<file path="src/rtl/alu_op_sequencer.sv">
// ---------------------------------------------------------------------------------------------
// alu_op_sequencer
//
// Purpose:
//   Sequencing controller that sits in front of a combinational 16-bit ALU. It takes one
//   operation at a time from a requester, registers the operands and command into the ALU,
//   waits SETTLE_CYCLES clock edges, and then captures the result and error flags. The
//   captured response is held on a valid/ready channel until the consumer takes it.
//   Illegal commands (5..15) are never sent to the ALU. They produce an immediate response
//   with rsp_illegal set.
//
// Optional feature (macro ALU_SEQ_CHAIN_EN):
//   Defining this macro adds the req_chain input and a 16-bit chain accumulator. The
//   accumulator holds the low half of the most recent legal result. When a legal request
//   arrives with req_chain=1, the accumulator replaces req_a as operand A.
//
// Parameters:
//   SETTLE_CYCLES  clock edges between ALU input launch and result capture (1..15)
//   CNT_W          width of the completed-operation counter
//
// Ports:
//   clk, rst                        clock (rising edge), asynchronous active-high reset
//   req_valid/req_ready             request handshake; ready only while idle
//   req_a, req_b, req_cmd           operands and command (0 add,1 sub,2 mul,3 div,4 mod)
//   req_chain                       (ALU_SEQ_CHAIN_EN only) use chain accumulator as A
//   alu_a, alu_b, alu_cmd           registered ALU inputs
//   alu_result, alu_error           ALU outputs
//   rsp_valid/rsp_ready             response handshake
//   rsp_result, rsp_error           captured ALU result and error flags
//   rsp_illegal                     command was illegal and was not issued
//   busy                            operation in flight or response pending
//   op_count                        completed legal operations (wrapping)
// ---------------------------------------------------------------------------------------------
module alu_op_sequencer #(
  parameter int unsigned SETTLE_CYCLES = 2,
  parameter int unsigned CNT_W         = 16
) (
  input  logic             clk,
  input  logic             rst,
  input  logic             req_valid,
  output logic             req_ready,
  input  logic [15:0]      req_a,
  input  logic [15:0]      req_b,
  input  logic [3:0]       req_cmd,
`ifdef ALU_SEQ_CHAIN_EN
  input  logic             req_chain,
`endif
  output logic [15:0]      alu_a,
  output logic [15:0]      alu_b,
  output logic [3:0]       alu_cmd,
  input  logic [31:0]      alu_result,
  input  logic [1:0]       alu_error,
  output logic             rsp_valid,
  input  logic             rsp_ready,
  output logic [31:0]      rsp_result,
  output logic [1:0]       rsp_error,
  output logic             rsp_illegal,
  output logic             busy,
  output logic [CNT_W-1:0] op_count
);

  localparam logic [1:0] StIdle = 2'd0;
  localparam logic [1:0] StWait = 2'd1;
  localparam logic [1:0] StDone = 2'd2;

  localparam logic [3:0] CmdMax     = 4'd4;
  // The counter is loaded at the accept edge, so capture lands SETTLE_CYCLES edges later.
  localparam logic [3:0] SettleLoad = 4'(SETTLE_CYCLES - 1);

  logic [1:0]       state_q,       state_d;
  logic [3:0]       cnt_q,         cnt_d;
  logic [15:0]      alu_a_q,       alu_a_d;
  logic [15:0]      alu_b_q,       alu_b_d;
  logic [3:0]       alu_cmd_q,     alu_cmd_d;
  logic             rsp_valid_q,   rsp_valid_d;
  logic [31:0]      rsp_result_q,  rsp_result_d;
  logic [1:0]       rsp_error_q,   rsp_error_d;
  logic             rsp_illegal_q, rsp_illegal_d;
  logic [CNT_W-1:0] op_count_q,    op_count_d;

  logic             cmd_legal;
  logic [15:0]      next_a;

  assign cmd_legal = (req_cmd <= CmdMax);

`ifdef ALU_SEQ_CHAIN_EN
  logic [15:0] chain_acc_q, chain_acc_d;

  assign next_a = req_chain ? chain_acc_q : req_a;
`else
  assign next_a = req_a;
`endif

  always_comb begin
    state_d       = state_q;
    cnt_d         = cnt_q;
    alu_a_d       = alu_a_q;
    alu_b_d       = alu_b_q;
    alu_cmd_d     = alu_cmd_q;
    rsp_valid_d   = rsp_valid_q;
    rsp_result_d  = rsp_result_q;
    rsp_error_d   = rsp_error_q;
    rsp_illegal_d = rsp_illegal_q;
    op_count_d    = op_count_q;
`ifdef ALU_SEQ_CHAIN_EN
    chain_acc_d   = chain_acc_q;
`endif

    unique case (state_q)
      StIdle: begin
        if (req_valid) begin
          if (cmd_legal) begin
            alu_a_d   = next_a;
            alu_b_d   = req_b;
            alu_cmd_d = req_cmd;
            cnt_d     = SettleLoad;
            state_d   = StWait;
          end else begin
            // Illegal command: leave the ALU inputs untouched and answer at once.
            rsp_result_d  = 32'd0;
            rsp_error_d   = 2'd0;
            rsp_illegal_d = 1'b1;
            rsp_valid_d   = 1'b1;
            state_d       = StDone;
          end
        end
      end

      StWait: begin
        if (cnt_q != 4'd0) begin
          cnt_d = cnt_q - 4'd1;
        end else begin
          rsp_result_d  = alu_result;
          rsp_error_d   = alu_error;
          rsp_illegal_d = 1'b0;
          rsp_valid_d   = 1'b1;
          state_d       = StDone;
`ifdef ALU_SEQ_CHAIN_EN
          chain_acc_d   = alu_result[15:0];
`endif
        end
      end

      StDone: begin
        if (rsp_ready) begin
          rsp_valid_d = 1'b0;
          state_d     = StIdle;
          if (!rsp_illegal_q) begin
            op_count_d = op_count_q + CNT_W'(1);
          end
        end
      end

      default: begin
        state_d = StIdle;
      end
    endcase
  end

  always_ff @(posedge clk or posedge rst) begin
    if (rst) begin
      state_q       <= StIdle;
      cnt_q         <= 4'd0;
      alu_a_q       <= 16'd0;
      alu_b_q       <= 16'd0;
      alu_cmd_q     <= 4'd0;
      rsp_valid_q   <= 1'b0;
      rsp_result_q  <= 32'd0;
      rsp_error_q   <= 2'd0;
      rsp_illegal_q <= 1'b0;
      op_count_q    <= '0;
    end else begin
      state_q       <= state_d;
      cnt_q         <= cnt_d;
      alu_a_q       <= alu_a_d;
      alu_b_q       <= alu_b_d;
      alu_cmd_q     <= alu_cmd_d;
      rsp_valid_q   <= rsp_valid_d;
      rsp_result_q  <= rsp_result_d;
      rsp_error_q   <= rsp_error_d;
      rsp_illegal_q <= rsp_illegal_d;
      op_count_q    <= op_count_d;
    end
  end

`ifdef ALU_SEQ_CHAIN_EN
  always_ff @(posedge clk or posedge rst) begin
    if (rst) begin
      chain_acc_q <= 16'd0;
    end else begin
      chain_acc_q <= chain_acc_d;
    end
  end
`endif

  assign req_ready   = (state_q == StIdle);
  assign busy        = (state_q == StWait) || (state_q == StDone);
  assign alu_a       = alu_a_q;
  assign alu_b       = alu_b_q;
  assign alu_cmd     = alu_cmd_q;
  assign rsp_valid   = rsp_valid_q;
  assign rsp_result  = rsp_result_q;
  assign rsp_error   = rsp_error_q;
  assign rsp_illegal = rsp_illegal_q;
  assign op_count    = op_count_q;

endmodule

</file>
<file path="config.mk">
export PLATFORM = sky130hd
export DESIGN_NAME = alu_op_sequencer
export DESIGN_NICKNAME = d
export VERILOG_FILES = /design/src/rtl/alu_op_sequencer.sv
export SDC_FILE = /design/constraint.sdc
export NUM_CORES = 1
export LEC_CHECK = 0
export CAP_MARGIN = 20
export CORE_MARGIN = 3
export CORE_UTILIZATION = 47
export CTS_CLUSTER_SIZE = 12
export DETAILED_ROUTE_END_ITERATION = 12
export MAX_ROUTING_LAYER = met4
export PLACE_DENSITY = 0.84
export REMOVE_ABC_BUFFERS = 1
export SLEW_MARGIN = 20
export SYNTH_ARGS = -nofsm -noshare
export SYNTH_HDL_FRONTEND = slang
export SYNTH_SLANG_ARGS = --single-unit
</file>
<file path="constraint.sdc">
create_clock -name clk -period 9.85 [get_ports clk]
set_clock_uncertainty 0.1 [all_clocks]
set_input_delay 1.97 -clock clk [delete_from_list [all_inputs] [get_ports clk]]
set_output_delay 1.97 -clock clk [all_outputs]
set_load 0.005 [all_outputs]
</file>
==> flow_summary_export.csv, run 1 <==
group,metric,value,unit
setup_path,critPathLaunchType,"flop",
global_routing,grt_use_met1,27.3,%
clock_network,post_cts_buffers,0,
clock_network,clock_path_buffers,2,
logic_synthesis,ys_seq_elements,94,
hold_path,worst_hold_path_type,"flop to flop",
setup_path,crit_fanout,9,
floorplan,initial_utilization,49.5,%
setup_path,crit_type,"flop to output pin",
power_and_ir_drop,p_comb_share,39.9,%
cells_and_area,diodes,0,
clock_network,cts.sinks,94,
setup_path,worst-endpoint-arrival,1800,ps
detailed_routing,drt_iter0_drc,116,
logic_synthesis,synth_edf_count,0,
power_and_ir_drop,powerDensity,230,nW/um2
global_routing,grt_max_degree,70,
place,dp_slack,5720,ps
clock_network,tritoncts,"built",
clock_network,cts_hold_buf,0,
place,port_buffers,163,
timing,period_share,39.2,%
cells_and_area,final_area,6080,um2
logic_synthesis,synth_cells,323,
detailed_routing,drc,0,
setup_path,end_kind,"output pin",
timing,fmax,0.259,GHz
global_routing,grt_util_met2,37.5,%
logic_synthesis,ys.flop_type,"dfrtp_1",
detailed_routing,final_antenna_net_count,0,
timing,setup_violations,0,
detailed_routing,wire_per_inst,18.2,um
clock_network,htree_num_levels,3,
floorplan,die-area,10000,um2
cells_and_area,layout-drive-gt1-share,15.0,%
logic_synthesis,syn_area_per_cell,12.9,um2
power_and_ir_drop,ir_drop,0.000149,V
timing,setup_tns,0,ps
global_routing,grtUsageMet3,3.68,%
global_routing,busiest_layer,"met2",
power_and_ir_drop,pwr-share-seq,39.7,%
detailed_routing,totalWireLength,10800,um
timing,fin_crit,3870,ps
power_and_ir_drop,power_switching,446,uW
clock_network,clkSlewWorstSetupHoldPaths,100,ps
power_and_ir_drop,p_int,952,uW
run,maxCapViolCount,0,
floorplan,dieWidth,100,um
global_routing,grt_usage,22.1,%
place,place_area,5860,um2
power_and_ir_drop,switching_share,31.9,%
setup_path,critical_path_required,7780,ps
clock_network,cts_resized,0,
run_status,status,"finished, final reports clean",
detailed_routing,avgViaCountPerCell,5.59,
timing,drv_slew,0,
cells_and_area,syn2layout_area_growth,45.8,%
place,place_congestion,0.875,
logic_synthesis,async_reset_ff_share,100,%
timing,max-slew-margin-rel,33.4,%
logic_synthesis,seq_area_frac_synth,56.4,%
logic_synthesis,yosys_warnings,0,
global_routing,grt_overflow,0,
cells_and_area,nNetsFinal,563,
logic_synthesis,synth_area,4170,um2
cells_and_area,layout_commonest_cell,"clkdlybuf4s50_1",
clock_network,cts_root_buffer,"clkbuf_8",
timing,tightestPinTransition,997,ps
global_routing,antenna_found_initial,0,
timing,rsz0062_at_grt,"no",
power_and_ir_drop,p_leak,2.48,nW
global_routing,grt_pass1_wl,17100,um
floorplan,die_y,100,um
detailed_routing,firstDrtPassIters,4,
place,dp_hpwl,7700,um
global_routing,grt_pass1_vias,3467,
clock_network,cts_buffers,9,
clock_network,clkLatencyLatePin,350,ps
floorplan,pin_count,164,
timing,hold_violations,0,
power_and_ir_drop,pwr-share-clk,20.4,%
cells_and_area,final_cell_mix,"163 x clkdlybuf4s50_1, 94 x dfrtp_1, 35 x mux2_2",
logic_synthesis,ys_types,46,
floorplan,fp.coreArea,8420,um2
floorplan,fp-row-count,33,
detailed_routing,num_vias,3312,
timing,setup_ws,5980,ps
==> logic make-up (layout without fill, tap and decap cells) <==
logic type | count (synthesis) | in the layout | share of synthesized area (%)
buf+inv | 29 | 193 | 3.60
compound gates | 88 | 88 | 18.3
mux | 37 | 37 | 9.93
flops | 94 | 94 | 56.4
fa+ha+maj | 7 | 7 | 2.10
simple gates | 53 | 53 | 6.54
xor+xnor | 15 | 15 | 3.15
==> metrics by stage <==
stage                     hold slack, ps  std cells  utilization [%]  power (mW)
after detailed placement             365        576             69.6        1.12
after floorplan                      368        304                -       0.804
after CTS                            380        592             72.2        1.41
after global placement               358        576             69.6        1.10
after global routing                 411        592             72.2        1.48
final                                372        592             72.2        1.40
==> state kept, by name, indices dropped and copies added, names as in the netlist <==
register     flops
alu_b           16
rsp_error        2
rsp_illegal      1
rsp_result      32
state_q          2
cnt_q            4
rsp_valid        1
op_count        16
alu_a           16
alu_cmd          4
==> worst max-delay path, stage by stage, from the launching register on <==
cell and delay (ps):
dfrtp_1 410, inv_1 110, ha_1 350, clkdlybuf4s50_1 570
==> routing by layer <==
layer	wire, um	vias up
li1	-	1523
met1	4450	1686
met2	5780	99
met5	0	-
met3	453	4
met4	72	0
==> synthesized netlist by cell type (6+ instances only) <==
cell,n,area share [%]
a22oi_1,23,4.1
a22oi_2,10,3.0
buf_2,8,0.96
clkbuf_1,6,0.54
dfrtp_1,94,56
ha_1,7,2.1
inv_1,9,0.81
mux2_2,35,9.4
nand2_1,14,1.3
nand3_1,10,1.2
nor2_1,7,0.63
o2bb2ai_1,33,6.9
xnor2_1,10,2.1
==> power by group through the flow <==
stage | Combinational [mW] | Clock, mW | Sequential (mW)
6_report | 0.558 | 0.286 | 0.555
5_1_grt | 0.602 | 0.307 | 0.569
4_1_cts | 0.563 | 0.291 | 0.555
3_5_place_dp | 0.561 | 0 | 0.562
3_3_place_gp | 0.546 | 0 | 0.554
2_1_floorplan | 0.242 | 0 | 0.562
==> final cells by class <==
| type | instances | area, um2 |
|---|---|---|
| flip-flops and latches | 94 | 2350 |
| fillers | 608 | 2340 |
| multi-input cells | 200 | 1680 |
| repair buffers | 167 | 1660 |
| well taps | 105 | 131 |
| clock buffers | 10 | 128 |
| clock inverters | 6 | 92.6 |
| inverters | 10 | 38.8 |
==> final timing paths <==
kind	from	to	slack, ps	cells past startpoint
max	state_q[0]$_DFFE_PP0P_	req_ready	5980	3
min	op_count[15]$_DFFE_PP0P_	op_count[15]$_DFFE_PP0P_	370	1
max reg2reg	cnt_q[0]$_DFFE_PP0P_	rsp_result[13]$_DFFE_PP0P_	7090	7
min reg2reg	op_count[15]$_DFFE_PP0P_	op_count[15]$_DFFE_PP0P_	370	1
max in group asynchronous	rst	alu_b[13]$_DFFE_PP0P_	6600	3
min in group asynchronous	rst	alu_b[9]$_DFFE_PP0P_	1830	2
Power figures use the tool's default switching activity.
==> run 2, diff against run 1 <==
--- a/config.mk
+++ b/config.mk
@@ -7,11 +7,11 @@
 export LEC_CHECK = 0
 export CAP_MARGIN = 20
 export CORE_MARGIN = 3
-export CORE_UTILIZATION = 47
+export CORE_UTILIZATION = 44
 export CTS_CLUSTER_SIZE = 12
 export DETAILED_ROUTE_END_ITERATION = 12
 export MAX_ROUTING_LAYER = met4
-export PLACE_DENSITY = 0.84
+export PLACE_DENSITY = 0.79
 export REMOVE_ABC_BUFFERS = 1
 export SLEW_MARGIN = 20
 export SYNTH_ARGS = -nofsm -noshare
==> constraint.sdc (replaced) <==
create_clock -name clk -period 3.9 [get_ports clk]
set_clock_uncertainty 0.1 [all_clocks]
set_input_delay 0.78 -clock clk [delete_from_list [all_inputs] [get_ports clk]]
set_output_delay 0.78 -clock clk [all_outputs]
set_load 0.005 [all_outputs]
==> run 2 against run 1 <==
Clock power increased to 2.6 times the previous value. Final area increased by 0.93%. Critical path depth unchanged. Sequential power increased to 2.5 times the previous value. Total power increased to 2.5 times the previous value. Register-to-register slack got worse by 5700 ps. Critical path type unchanged. Final cell count increased by 3.7%. Wire length increased by 0.14%. Largest power group unchanged. Combinational power increased to 2.5 times the previous value. Clock-buffer cell count unchanged. Hold slack improved by 5.7 ps. Flip-flop and latch count unchanged.
==> flow_summary_export.csv, run 2 (synthesis gave the netlist of run 1 again) <==
group,metric,value,unit
place,dp_hpwl,7780,um
setup_path,end_kind,"output pin",
global_routing,grt_pass1_wl,17100,um
cells_and_area,nNetsFinal,564,
power_and_ir_drop,powerDensity,579,nW/um2
floorplan,die_y,103,um
global_routing,grt_max_degree,52,
setup_path,crit_start,"state_q[0]$_DFFE_PP0P_",
global_routing,grt_usage,21.1,%
floorplan,fp-row-count,34,
floorplan,die-area,10700,um2
clock_network,htree_num_levels,3,
clock_network,clock_path_buffers,2,
cells_and_area,multi_input_area,1680,um2
detailed_routing,drc,0,
clock_network,post_cts_buffers,0,
timing,tightestPinTransition,809,ps
floorplan,dieWidth,103,um
floorplan,pin_count,164,
timing,period_share,69.1,%
timing,setup_violations,0,
cells_and_area,layout_commonest_cell,"clkdlybuf4s50_1",
place,place_area,5910,um2
clock_network,cts.sinks,94,
detailed_routing,drt_iter0_drc,134,
detailed_routing,firstDrtPassIters,4,
setup_path,max_stage_delay,580,ps
cells_and_area,layout-drive-gt1-share,15.4,%
clock_network,clkLatencyLatePin,340,ps
setup_path,cp_top_family,"buffers and inverters",
cells_and_area,diodes,0,
timing,drv_slew,0,
global_routing,grt_overflow,0,
place,place_congestion,0.781,
timing,hold_violations,0,
setup_path,cp_slowest_cell,"clkdlybuf4s50_1",
run,maxCapViolCount,0,
setup_path,path_cells,"inv_1 > ha_1 > clkdlybuf4s50_1",
run_status,status,"finished, final reports clean",
setup_path,r2r_cells,7,
cells_and_area,syn2layout_area_growth,47.2,%
cells_and_area,seqCellArea,2350,um2
power_and_ir_drop,power,3.55,mW
detailed_routing,num_vias,3293,
timing,max-slew-margin-rel,46.0,%
floorplan,initial_utilization,46.5,%
hold_path,worst_hold_path_type,"flop to flop",
cells_and_area,fillers,700,
cells_and_area,finalCoreUtilization,68.4,%
hold_path,hold_depth,1,
timing,rsz0062_at_grt,"no",
power_and_ir_drop,p_leak,2.49,nW
clock_network,cts_hold_buf,0,
timing,fmax,0.371,GHz
floorplan,fp.coreArea,8980,um2
setup_path,crit_type,"flop to output pin",
place,port_buffers,163,
hold_path,hp-start,"op_count[15]$_DFFE_PP0P_",
clock_network,cts_buffers,9,
global_routing,antenna_found_initial,0,
setup_path,r2r-start,"cnt_q[0]$_DFFE_PP0P_",
clock_network,cts_resized,0,
cells_and_area,final_area,6140,um2
clock_network,cts_root_buffer,"clkbuf_8",
setup_path,crit_fanout,9,
setup_path,critical_path_required,3020,ps
setup_path,worst-endpoint-arrival,1810,ps
timing,fin_crit,2690,ps
timing,setup_tns,0,ps
detailed_routing,final_antenna_net_count,0,
detailed_routing,wire_per_inst,17.5,um
setup_path,ff2ff_setup_slack,1440,ps
cells_and_area,fin_cells,614,
setup_path,critPathLaunchType,"flop",
place,dp_cells,598,
clock_network,tritoncts,"built",
clock_network,clkSlewWorstSetupHoldPaths,90,ps
power_and_ir_drop,ir_drop,0.000323,V
detailed_routing,totalWireLength,10800,um
detailed_routing,avgViaCountPerCell,5.36,
global_routing,grt_pass1_vias,3379,
setup_path,path_buf_inv,2,
setup_path,crit_cells,3,
cells_and_area,largest_register_ffs,32,
cells_and_area,final_cell_mix,"163 x clkdlybuf4s50_1, 94 x dfrtp_1, 35 x mux2_2",
==> run 2: per-stage QoR <==
stage,hold WS (ps),setup WS [ps]
after floorplan,368,-520
after global placement,361,1050
after detailed placement,374,1000
after CTS,388,1180
after global routing,415,1120
final,378,1210
==> run 2: cell type report <==
cell class | instances | share of cell area, %
flip-flops and latches | 94 | 38.3
repair buffers | 168 | 27.4
multi-input cells | 200 | 27.3
well taps | 126 | 2.57
clock buffers | 10 | 2.24
clock inverters | 6 | 1.51
inverters | 10 | 0.632
==> run 2: power by group <==
| group | switching (mW) | internal [mW] |
|---|---|---|
| sequential | 0.165 | 1.23 |
| combinational | 0.612 | 0.808 |
| clock | 0.352 | 0.383 |
| total | 1.13 | 2.42 |
==> run 2: final timing paths <==
path,end
worst max-delay path,req_ready
worst min-delay path,op_count[15]$_DFFE_PP0P_
worst max register to register,rsp_result[13]$_DFFE_PP0P_
worst min register to register,op_count[15]$_DFFE_PP0P_
max in group asynchronous,cnt_q[0]$_DFFE_PP0P_
min in group asynchronous,alu_a[9]$_DFFE_PP0P_
==> run 2: layer usage <==
layer / wire, um / part of all wire (%) / GRT usage [%]
met1: 4390 / 41 / 26.1
met3: 515 / 4.8 / 3.96
met5: 0 / 0 / -
met2: 5630 / 52 / 35.0
met4: 233 / 2.2 / 7.07
==> run 2: worst register-to-register path, cell delays in order (launching register included) <==
cell and delay, ps:
dfrtp_1 420, inv_1 120, ha_1 190, or3b_1 430
a21oi_4 550, buf_4 330, a22oi_1 90, o2bb2ai_1 170
